<file path="config.mk">
export PLATFORM = sky130hd
export DESIGN_NAME = mem_bus_arbiter_flat
export DESIGN_NICKNAME = d
export VERILOG_FILES = /design/src/rtl/mem_bus_arbiter_if.sv /design/src/rtl/mem_bus_arbiter.sv /design/src/flat_wrapper.sv
export SDC_FILE = /design/constraint.sdc
export NUM_CORES = 1
export LEC_CHECK = 0
export ABC_AREA = 0
export CORE_AREA = 2 2 109 111
export CTS_CLUSTER_SIZE = 24
export DETAILED_ROUTE_END_ITERATION = 12
export DIE_AREA = 0 0 111 113
export GPL_TIMING_DRIVEN = 0
export PLACE_DENSITY = 0.78
export SYNTH_ARGS = -nofsm -noshare
export SYNTH_HDL_FRONTEND = slang
export SYNTH_SLANG_ARGS = --single-unit
</file>
<file path="constraint.sdc">
create_clock -name clk -period 3.47 [get_ports clk]
set_clock_uncertainty 0.15 [all_clocks]
set_input_delay 0.694 -clock clk [delete_from_list [all_inputs] [get_ports clk]]
set_output_delay 0.694 -clock clk [all_outputs]
set_load 0.03 [all_outputs]
</file>
<file path="src/rtl/mem_bus_arbiter_if.sv">
// Pipeline request ports, control signals and SRAM-like bus of mem_bus_arbiter.
// master = arbiter view, slave = view of the pipeline plus memory slave.
interface mem_bus_arbiter_if #(
  parameter int unsigned ADDR_W = 32,
  parameter int unsigned DATA_W = 32
);
  localparam int unsigned STRB_W = DATA_W / 8;

  logic              flush;

  logic              inst_req;
  logic [ADDR_W-1:0] inst_addr;
  logic [DATA_W-1:0] inst_rdata;
  logic              inst_valid;

  logic              data_req;
  logic              data_wr;
  logic [1:0]        data_size;
  logic [STRB_W-1:0] data_wstrb;
  logic [ADDR_W-1:0] data_addr;
  logic [DATA_W-1:0] data_wdata;
  logic [DATA_W-1:0] data_rdata;
  logic              data_valid;

  logic              bus_req;
  logic              bus_wr;
  logic [1:0]        bus_size;
  logic [STRB_W-1:0] bus_wstrb;
  logic [ADDR_W-1:0] bus_addr;
  logic [DATA_W-1:0] bus_wdata;
  logic              bus_addr_ok;
  logic              bus_data_ok;
  logic [DATA_W-1:0] bus_rdata;

  logic              stallreq_for_fetch;
  logic              stallreq_for_memory;

  modport master (
    input  flush,
    input  inst_req, inst_addr,
    output inst_rdata, inst_valid,
    input  data_req, data_wr, data_size, data_wstrb, data_addr, data_wdata,
    output data_rdata, data_valid,
    output bus_req, bus_wr, bus_size, bus_wstrb, bus_addr, bus_wdata,
    input  bus_addr_ok, bus_data_ok, bus_rdata,
    output stallreq_for_fetch, stallreq_for_memory
  );

  modport slave (
    output flush,
    output inst_req, inst_addr,
    input  inst_rdata, inst_valid,
    output data_req, data_wr, data_size, data_wstrb, data_addr, data_wdata,
    input  data_rdata, data_valid,
    input  bus_req, bus_wr, bus_size, bus_wstrb, bus_addr, bus_wdata,
    output bus_addr_ok, bus_data_ok, bus_rdata,
    input  stallreq_for_fetch, stallreq_for_memory
  );
endinterface

</file>
<file path="src/rtl/mem_bus_arbiter.sv">
// Shares one SRAM-like bus between fetch and MEM-stage ports (addr phase, then data phase).
// Define ARB_RR_EN to alternate grants when both ports request; default is fixed data priority.
module mem_bus_arbiter #(
  parameter int unsigned ADDR_W = 32,
  parameter int unsigned DATA_W = 32
) (
  input  logic               clk,
  input  logic               resetn,
  mem_bus_arbiter_if.master  arb
);
  localparam int unsigned STRB_W = DATA_W / 8;

  typedef enum logic [2:0] {
    IDLE   = 3'd0,
    I_ADDR = 3'd1,
    I_DATA = 3'd2,
    D_ADDR = 3'd3,
    D_DATA = 3'd4
  } state_t;

  typedef struct packed {
    logic              wr;
    logic [1:0]        size;
    logic [STRB_W-1:0] wstrb;
    logic [ADDR_W-1:0] addr;
    logic [DATA_W-1:0] wdata;
  } payload_t;

  state_t   state;
  state_t   state_nxt;
  logic     drop;
  logic     drop_nxt;
  logic     bus_req_q;
  payload_t payload_q;
  payload_t payload_nxt;
  logic     grant_inst_c;
  logic     grant_data_c;

  // IDLE arbitration between the two requesters
`ifdef ARB_RR_EN
  logic last_grant;  // 1: data port won the most recent grant

  always_comb begin
    grant_inst_c = 1'b0;
    grant_data_c = 1'b0;
    if (state == IDLE) begin
      if (arb.data_req && arb.inst_req) begin
        grant_data_c = !last_grant;
        grant_inst_c = last_grant;
      end else begin
        grant_data_c = arb.data_req;
        grant_inst_c = arb.inst_req;
      end
    end
  end

  always_ff @(posedge clk or negedge resetn) begin
    if (!resetn) begin
      last_grant <= 1'b1;
    end else if (grant_data_c) begin
      last_grant <= 1'b1;
    end else if (grant_inst_c) begin
      last_grant <= 1'b0;
    end
  end
`else
  always_comb begin
    grant_inst_c = 1'b0;
    grant_data_c = 1'b0;
    if (state == IDLE) begin
      grant_data_c = arb.data_req;
      grant_inst_c = arb.inst_req && !arb.data_req;
    end
  end
`endif

  // Next state and flush-drop tracking
  always_comb begin
    state_nxt = state;
    drop_nxt  = drop;
    case (state)
      IDLE: begin
        if (grant_data_c) begin
          state_nxt = D_ADDR;
        end else if (grant_inst_c) begin
          state_nxt = I_ADDR;
        end
      end
      I_ADDR: if (arb.bus_addr_ok) state_nxt = I_DATA;
      I_DATA: if (arb.bus_data_ok) state_nxt = IDLE;
      D_ADDR: if (arb.bus_addr_ok) state_nxt = D_DATA;
      D_DATA: if (arb.bus_data_ok) state_nxt = IDLE;
      default: state_nxt = IDLE;
    endcase
    if (state_nxt == IDLE) begin
      drop_nxt = 1'b0;
    end else if (arb.flush && (state == I_ADDR || state == I_DATA)) begin
      drop_nxt = 1'b1;
    end
  end

  // Payload captured only on the grant edge, so it holds for the whole address phase
  always_comb begin
    payload_nxt = payload_q;
    if (grant_data_c) begin
      payload_nxt.wr    = arb.data_wr;
      payload_nxt.size  = arb.data_size;
      payload_nxt.wstrb = arb.data_wstrb;
      payload_nxt.addr  = arb.data_addr;
      payload_nxt.wdata = arb.data_wdata;
    end else if (grant_inst_c) begin
      payload_nxt.wr    = 1'b0;
      payload_nxt.size  = 2'd2;
      payload_nxt.wstrb = STRB_W'(0);
      payload_nxt.addr  = arb.inst_addr;
      payload_nxt.wdata = DATA_W'(0);
    end
  end

  always_ff @(posedge clk or negedge resetn) begin
    if (!resetn) begin
      state     <= IDLE;
      drop      <= 1'b0;
      bus_req_q <= 1'b0;
      payload_q <= '0;
    end else begin
      state     <= state_nxt;
      drop      <= drop_nxt;
      bus_req_q <= (state_nxt == I_ADDR) || (state_nxt == D_ADDR);
      payload_q <= payload_nxt;
    end
  end

  assign arb.bus_req   = bus_req_q;
  assign arb.bus_wr    = payload_q.wr;
  assign arb.bus_size  = payload_q.size;
  assign arb.bus_wstrb = payload_q.wstrb;
  assign arb.bus_addr  = payload_q.addr;
  assign arb.bus_wdata = payload_q.wdata;

  // A flush in the completing cycle also kills the fetch response
  assign arb.inst_valid = (state == I_DATA) && arb.bus_data_ok && !drop && !arb.flush;
  assign arb.data_valid = (state == D_DATA) && arb.bus_data_ok;
  assign arb.inst_rdata = arb.bus_rdata;
  assign arb.data_rdata = arb.bus_rdata;

  // Stalls are forced low while reset is held
  assign arb.stallreq_for_fetch  = resetn && arb.inst_req && !arb.inst_valid;
  assign arb.stallreq_for_memory = resetn && arb.data_req && !arb.data_valid;

endmodule
</file>
<file path="src/flat_wrapper.sv">
// flat-port wrapper written by rule: the top's interface ports become plain ports
module mem_bus_arbiter_flat 
#(
  parameter int unsigned ADDR_W = 32,
  parameter int unsigned DATA_W = 32
)
  (clk, resetn, arb_flush, arb_inst_req, arb_inst_addr, arb_inst_rdata, arb_inst_valid, arb_data_req, arb_data_wr, arb_data_size, arb_data_wstrb, arb_data_addr, arb_data_wdata, arb_data_rdata, arb_data_valid, arb_bus_req, arb_bus_wr, arb_bus_size, arb_bus_wstrb, arb_bus_addr, arb_bus_wdata, arb_bus_addr_ok, arb_bus_data_ok, arb_bus_rdata, arb_stallreq_for_fetch, arb_stallreq_for_memory);
  mem_bus_arbiter_if #(.ADDR_W(ADDR_W), .DATA_W(DATA_W)) arb_i ();
  input  logic clk;
  input  logic resetn;
  input wire logic [$bits(arb_i.flush)-1:0] arb_flush;
  input wire logic [$bits(arb_i.inst_req)-1:0] arb_inst_req;
  input wire logic [$bits(arb_i.inst_addr)-1:0] arb_inst_addr;
  output wire logic [$bits(arb_i.inst_rdata)-1:0] arb_inst_rdata;
  output wire logic [$bits(arb_i.inst_valid)-1:0] arb_inst_valid;
  input wire logic [$bits(arb_i.data_req)-1:0] arb_data_req;
  input wire logic [$bits(arb_i.data_wr)-1:0] arb_data_wr;
  input wire logic [$bits(arb_i.data_size)-1:0] arb_data_size;
  input wire logic [$bits(arb_i.data_wstrb)-1:0] arb_data_wstrb;
  input wire logic [$bits(arb_i.data_addr)-1:0] arb_data_addr;
  input wire logic [$bits(arb_i.data_wdata)-1:0] arb_data_wdata;
  output wire logic [$bits(arb_i.data_rdata)-1:0] arb_data_rdata;
  output wire logic [$bits(arb_i.data_valid)-1:0] arb_data_valid;
  output wire logic [$bits(arb_i.bus_req)-1:0] arb_bus_req;
  output wire logic [$bits(arb_i.bus_wr)-1:0] arb_bus_wr;
  output wire logic [$bits(arb_i.bus_size)-1:0] arb_bus_size;
  output wire logic [$bits(arb_i.bus_wstrb)-1:0] arb_bus_wstrb;
  output wire logic [$bits(arb_i.bus_addr)-1:0] arb_bus_addr;
  output wire logic [$bits(arb_i.bus_wdata)-1:0] arb_bus_wdata;
  input wire logic [$bits(arb_i.bus_addr_ok)-1:0] arb_bus_addr_ok;
  input wire logic [$bits(arb_i.bus_data_ok)-1:0] arb_bus_data_ok;
  input wire logic [$bits(arb_i.bus_rdata)-1:0] arb_bus_rdata;
  output wire logic [$bits(arb_i.stallreq_for_fetch)-1:0] arb_stallreq_for_fetch;
  output wire logic [$bits(arb_i.stallreq_for_memory)-1:0] arb_stallreq_for_memory;
  assign arb_i.flush = arb_flush;
  assign arb_i.inst_req = arb_inst_req;
  assign arb_i.inst_addr = arb_inst_addr;
  assign arb_inst_rdata = arb_i.inst_rdata;
  assign arb_inst_valid = arb_i.inst_valid;
  assign arb_i.data_req = arb_data_req;
  assign arb_i.data_wr = arb_data_wr;
  assign arb_i.data_size = arb_data_size;
  assign arb_i.data_wstrb = arb_data_wstrb;
  assign arb_i.data_addr = arb_data_addr;
  assign arb_i.data_wdata = arb_data_wdata;
  assign arb_data_rdata = arb_i.data_rdata;
  assign arb_data_valid = arb_i.data_valid;
  assign arb_bus_req = arb_i.bus_req;
  assign arb_bus_wr = arb_i.bus_wr;
  assign arb_bus_size = arb_i.bus_size;
  assign arb_bus_wstrb = arb_i.bus_wstrb;
  assign arb_bus_addr = arb_i.bus_addr;
  assign arb_bus_wdata = arb_i.bus_wdata;
  assign arb_i.bus_addr_ok = arb_bus_addr_ok;
  assign arb_i.bus_data_ok = arb_bus_data_ok;
  assign arb_i.bus_rdata = arb_bus_rdata;
  assign arb_stallreq_for_fetch = arb_i.stallreq_for_fetch;
  assign arb_stallreq_for_memory = arb_i.stallreq_for_memory;
  mem_bus_arbiter #(.ADDR_W(ADDR_W), .DATA_W(DATA_W)) u_core (.clk(clk), .resetn(resetn), .arb(arb_i));
endmodule
</file>
==> parameters.txt <==
Parameter                              Value

Logic synthesis
  Proportion of netlist area held by the largest area contributor    51.89%
  Seq/Total Area, Yosys    51.89%
  Main synth FF type    sky130_fd_sc_hd__dfrtp_1
  Cells after synthesis    324
  Netlist area before placement    3665 um2
  Largest cells by area after synthesis    sky130_fd_sc_hd__dfrtp_1 52%, sky130_fd_sc_hd__buf_4 14%, sky130_fd_sc_hd__a22o_1 9.1%
  Cell with the most instances after synthesis    sky130_fd_sc_hd__dfrtp_1
  EDFF count, synth    0
  Number of distinct library cells after synthesis    26
  Register bit total from synthesis    76
  Mapped Nets    466
  Post-synthesis average cell area    11.31 um2
  Commonest cells in the netlist    76 x sky130_fd_sc_hd__dfrtp_1, 66 x sky130_fd_sc_hd__buf_4, 38 x sky130_fd_sc_hd__a22o_1
  Leading area contributor after synthesis    sky130_fd_sc_hd__dfrtp_1
  Yosys warning total    0
  Fraction of registers with async set or reset after synthesis    100.0%

Floorplanning
  Die Span Y    113 um
  Boundary pin count    282
  Die outline area    12540 um2
  Initial standard-cell utilization of the core    32.51%
  Number of rows in the core area    39
  Die width    111 um
  Area of the core    11270 um2

STA
  Number of endpoints with negative hold slack in the final report    0
  Slew HR    72.65%
  Slew at the pin closest to its max-slew limit    410.2 ps
  Post-layout worst setup margin    312.3 ps
  RSZ-0062 raised after global routing    no
  FMAX    316.7 MHz
  Number of failing setup endpoints in the final timing report    0
  Share of the cycle needed by the critical path after routing    91.00%
  Min cycle time layout    3158 ps
  Total negative slack for setup checks    0 ps
  Fin. max-slew vios    0
  Hold slack final    35.68 ps

Clock tree
  Number of buffers added by the clock tree synthesis step    9
  H-tree Lvls    3
  Clock Sinks    76
  Clock tree from TritonCTS    done
  Root buf cell    sky130_fd_sc_hd__clkbuf_16
  Longest Clk Path Bufs    2
  Clk slew on worst S/H paths    60 ps
  Count of cells resized by post-cts repair    0
  Post-CTS Hold Fix Bufs    0
  Post-CTS setup buffers    0
  Skew-Pair Late Insertion Delay    320 ps

Drt
  Drt via density    4.566
  Starting DRT DRC Count    106
  Detailed-routing iteration count for the pre-antenna-repair pass    4
  Via count    3347
  Detail Route Antenna Nets    0
  Final WL    11.26 mm
  Mean routed wirelength per cell    15.36 um
  DRC violation count after routing    0

Finish
  Count of inserted antenna diode cells    0
  Layout area overhead    83.78%
  Nets@finish    727
  Finished Layout Cells    733
  Fraction of final layout cells sized beyond drive strength 1    17.29%
  Layout Cell Area excl Fill    6735 um2

Critical path
  Arrival time of the worst setup path    2310 ps
  Setup CP Type    input pin to output port
  Req. time, crit path    2630 ps
  Worst setup EP type    output port
  Type of origin of the critical path    input pin
  Maximum net fanout on the critical path    4

Global routing
  Gr ovfl total    0
  Maximum number of pins on one net before global-route repair    72
  First-pass GRT wire length    18.02 mm
  Total routing resource utilization after global routing    17.88%
  Antenna violations before repair    0
  Number of global-route vias before repair    3670

Status
  Run status    complete, no violations

Worst hold path
  Min-delay worst type    input pin to async pin

Pwr
  Static Leak    0.003118 uW
  Power density of the placed cells    834.8 nW/um2
  Highest ir drop seen on vdd    414.8 uV

Placed design
  Final estimated routing congestion in global placement    0.8306
  Count of input and output buffers    249
  Detailed placement HPWL    9.051 mm
  Placement-stage worst setup slack    291.5 ps
  Placed cells    717
  Placed standard-cell area    6361 um2

Job
  MaxCap Viol Count    0
## stage by stage
stage	total power (uW)	utilization [%]
floorplan	3263	-
global placement	4452	56.21
detailed placement	4515	56.43
CTS	5695	59.75
global route	5947	59.75
finish	5622	59.75
## sequential cells by signal (all words and copies together) (netlist names)
| name | flops |
|---|---|
| u_core.drop | 1 |
| u_core.arb.bus_wr | 1 |
| u_core.arb.bus_addr | 32 |
| u_core.state | 3 |
| u_core.arb.bus_req | 1 |
| u_core.arb.bus_wstrb | 4 |
| u_core.arb.bus_wdata | 32 |
| u_core.arb.bus_size | 2 |
## area by class of cell
type                    instances  area [um2]
fillers                       934        4537
repair buffers                250        2517
flip-flops and latches         76        1902
multi-input cells             163        1115
plain buffers                  84       644.4
clock buffers                  10       239.0
well taps                     143       178.9
clock inverters                 6       135.1
inverters                       1       3.754
## critical path, stage by stage
cell and delay, ps:
sky130_fd_sc_hd__clkdlybuf4s50_1 520, sky130_fd_sc_hd__nand2b_1 80, sky130_fd_sc_hd__nor4_1 270, sky130_fd_sc_hd__clkdlybuf4s50_1 740
## path summary, 6_finish.rpt
kind / from / endpoint / slack, ps / depth (start not counted)
max reg2reg: u_core.state[1]$_DFF_PN0_ / u_core.arb.bus_addr[18]$_DFFE_PN0P_ / 1740 / 6
min: resetn / u_core.arb.bus_wdata[1]$_DFFE_PN0P_ / 40 / 1
max: arb_bus_data_ok / arb_inst_valid / 310 / 4
max in group asynchronous: resetn / u_core.arb.bus_addr[19]$_DFFE_PN0P_ / 2560 / 2
min in group clk: u_core.arb.bus_addr[12]$_DFFE_PN0P_ / u_core.arb.bus_addr[12]$_DFFE_PN0P_ / 330 / 2
min reg2reg: u_core.arb.bus_addr[12]$_DFFE_PN0P_ / u_core.arb.bus_addr[12]$_DFFE_PN0P_ / 330 / 2
## kinds of logic (layout without fill, tap and decap cells)
kind of cell    after synthesis  count (layout)  share of synthesized area [%]
buf+inv                      85             351                          17.69
compound gates               79              79                          15.16
flops                        76              76                          51.89
simple gates                 50              50                          6.043
mux                          32              32                          8.740
xor+xnor                      2               2                         0.4781
## metal layers
metal / global-route usage [%] / vias to the layer above / routed length, um
met5: 0 / - / 0
li1: - / 1579 / -
met1: 21.17 / 1592 / 4520
met3: 7.124 / 7 / 1090
met2: 30.84 / 169 / 5571
met4: 4.000 / 0 / 79
## report_power, final
group / total [uW] / switching [uW] / internal, uW
registers: 1500 / 214 / 1280
logic: 2980 / 1640 / 1340
clock network: 1150 / 354 / 795
## placed cells by master, fill, tap and decap left out, types with 5 or more instances in the layout
cell,instances
sky130_fd_sc_hd__buf_6,10
sky130_fd_sc_hd__mux2i_1,32
sky130_fd_sc_hd__a22o_1,38
sky130_fd_sc_hd__o21ai_0,33
sky130_fd_sc_hd__nand2_1,37
sky130_fd_sc_hd__buf_2,5
sky130_fd_sc_hd__clkdlybuf4s50_1,248
sky130_fd_sc_hd__dfrtp_1,76
sky130_fd_sc_hd__clkbuf_16,9
sky130_fd_sc_hd__buf_4,67
Power figures use the tool's default switching activity.
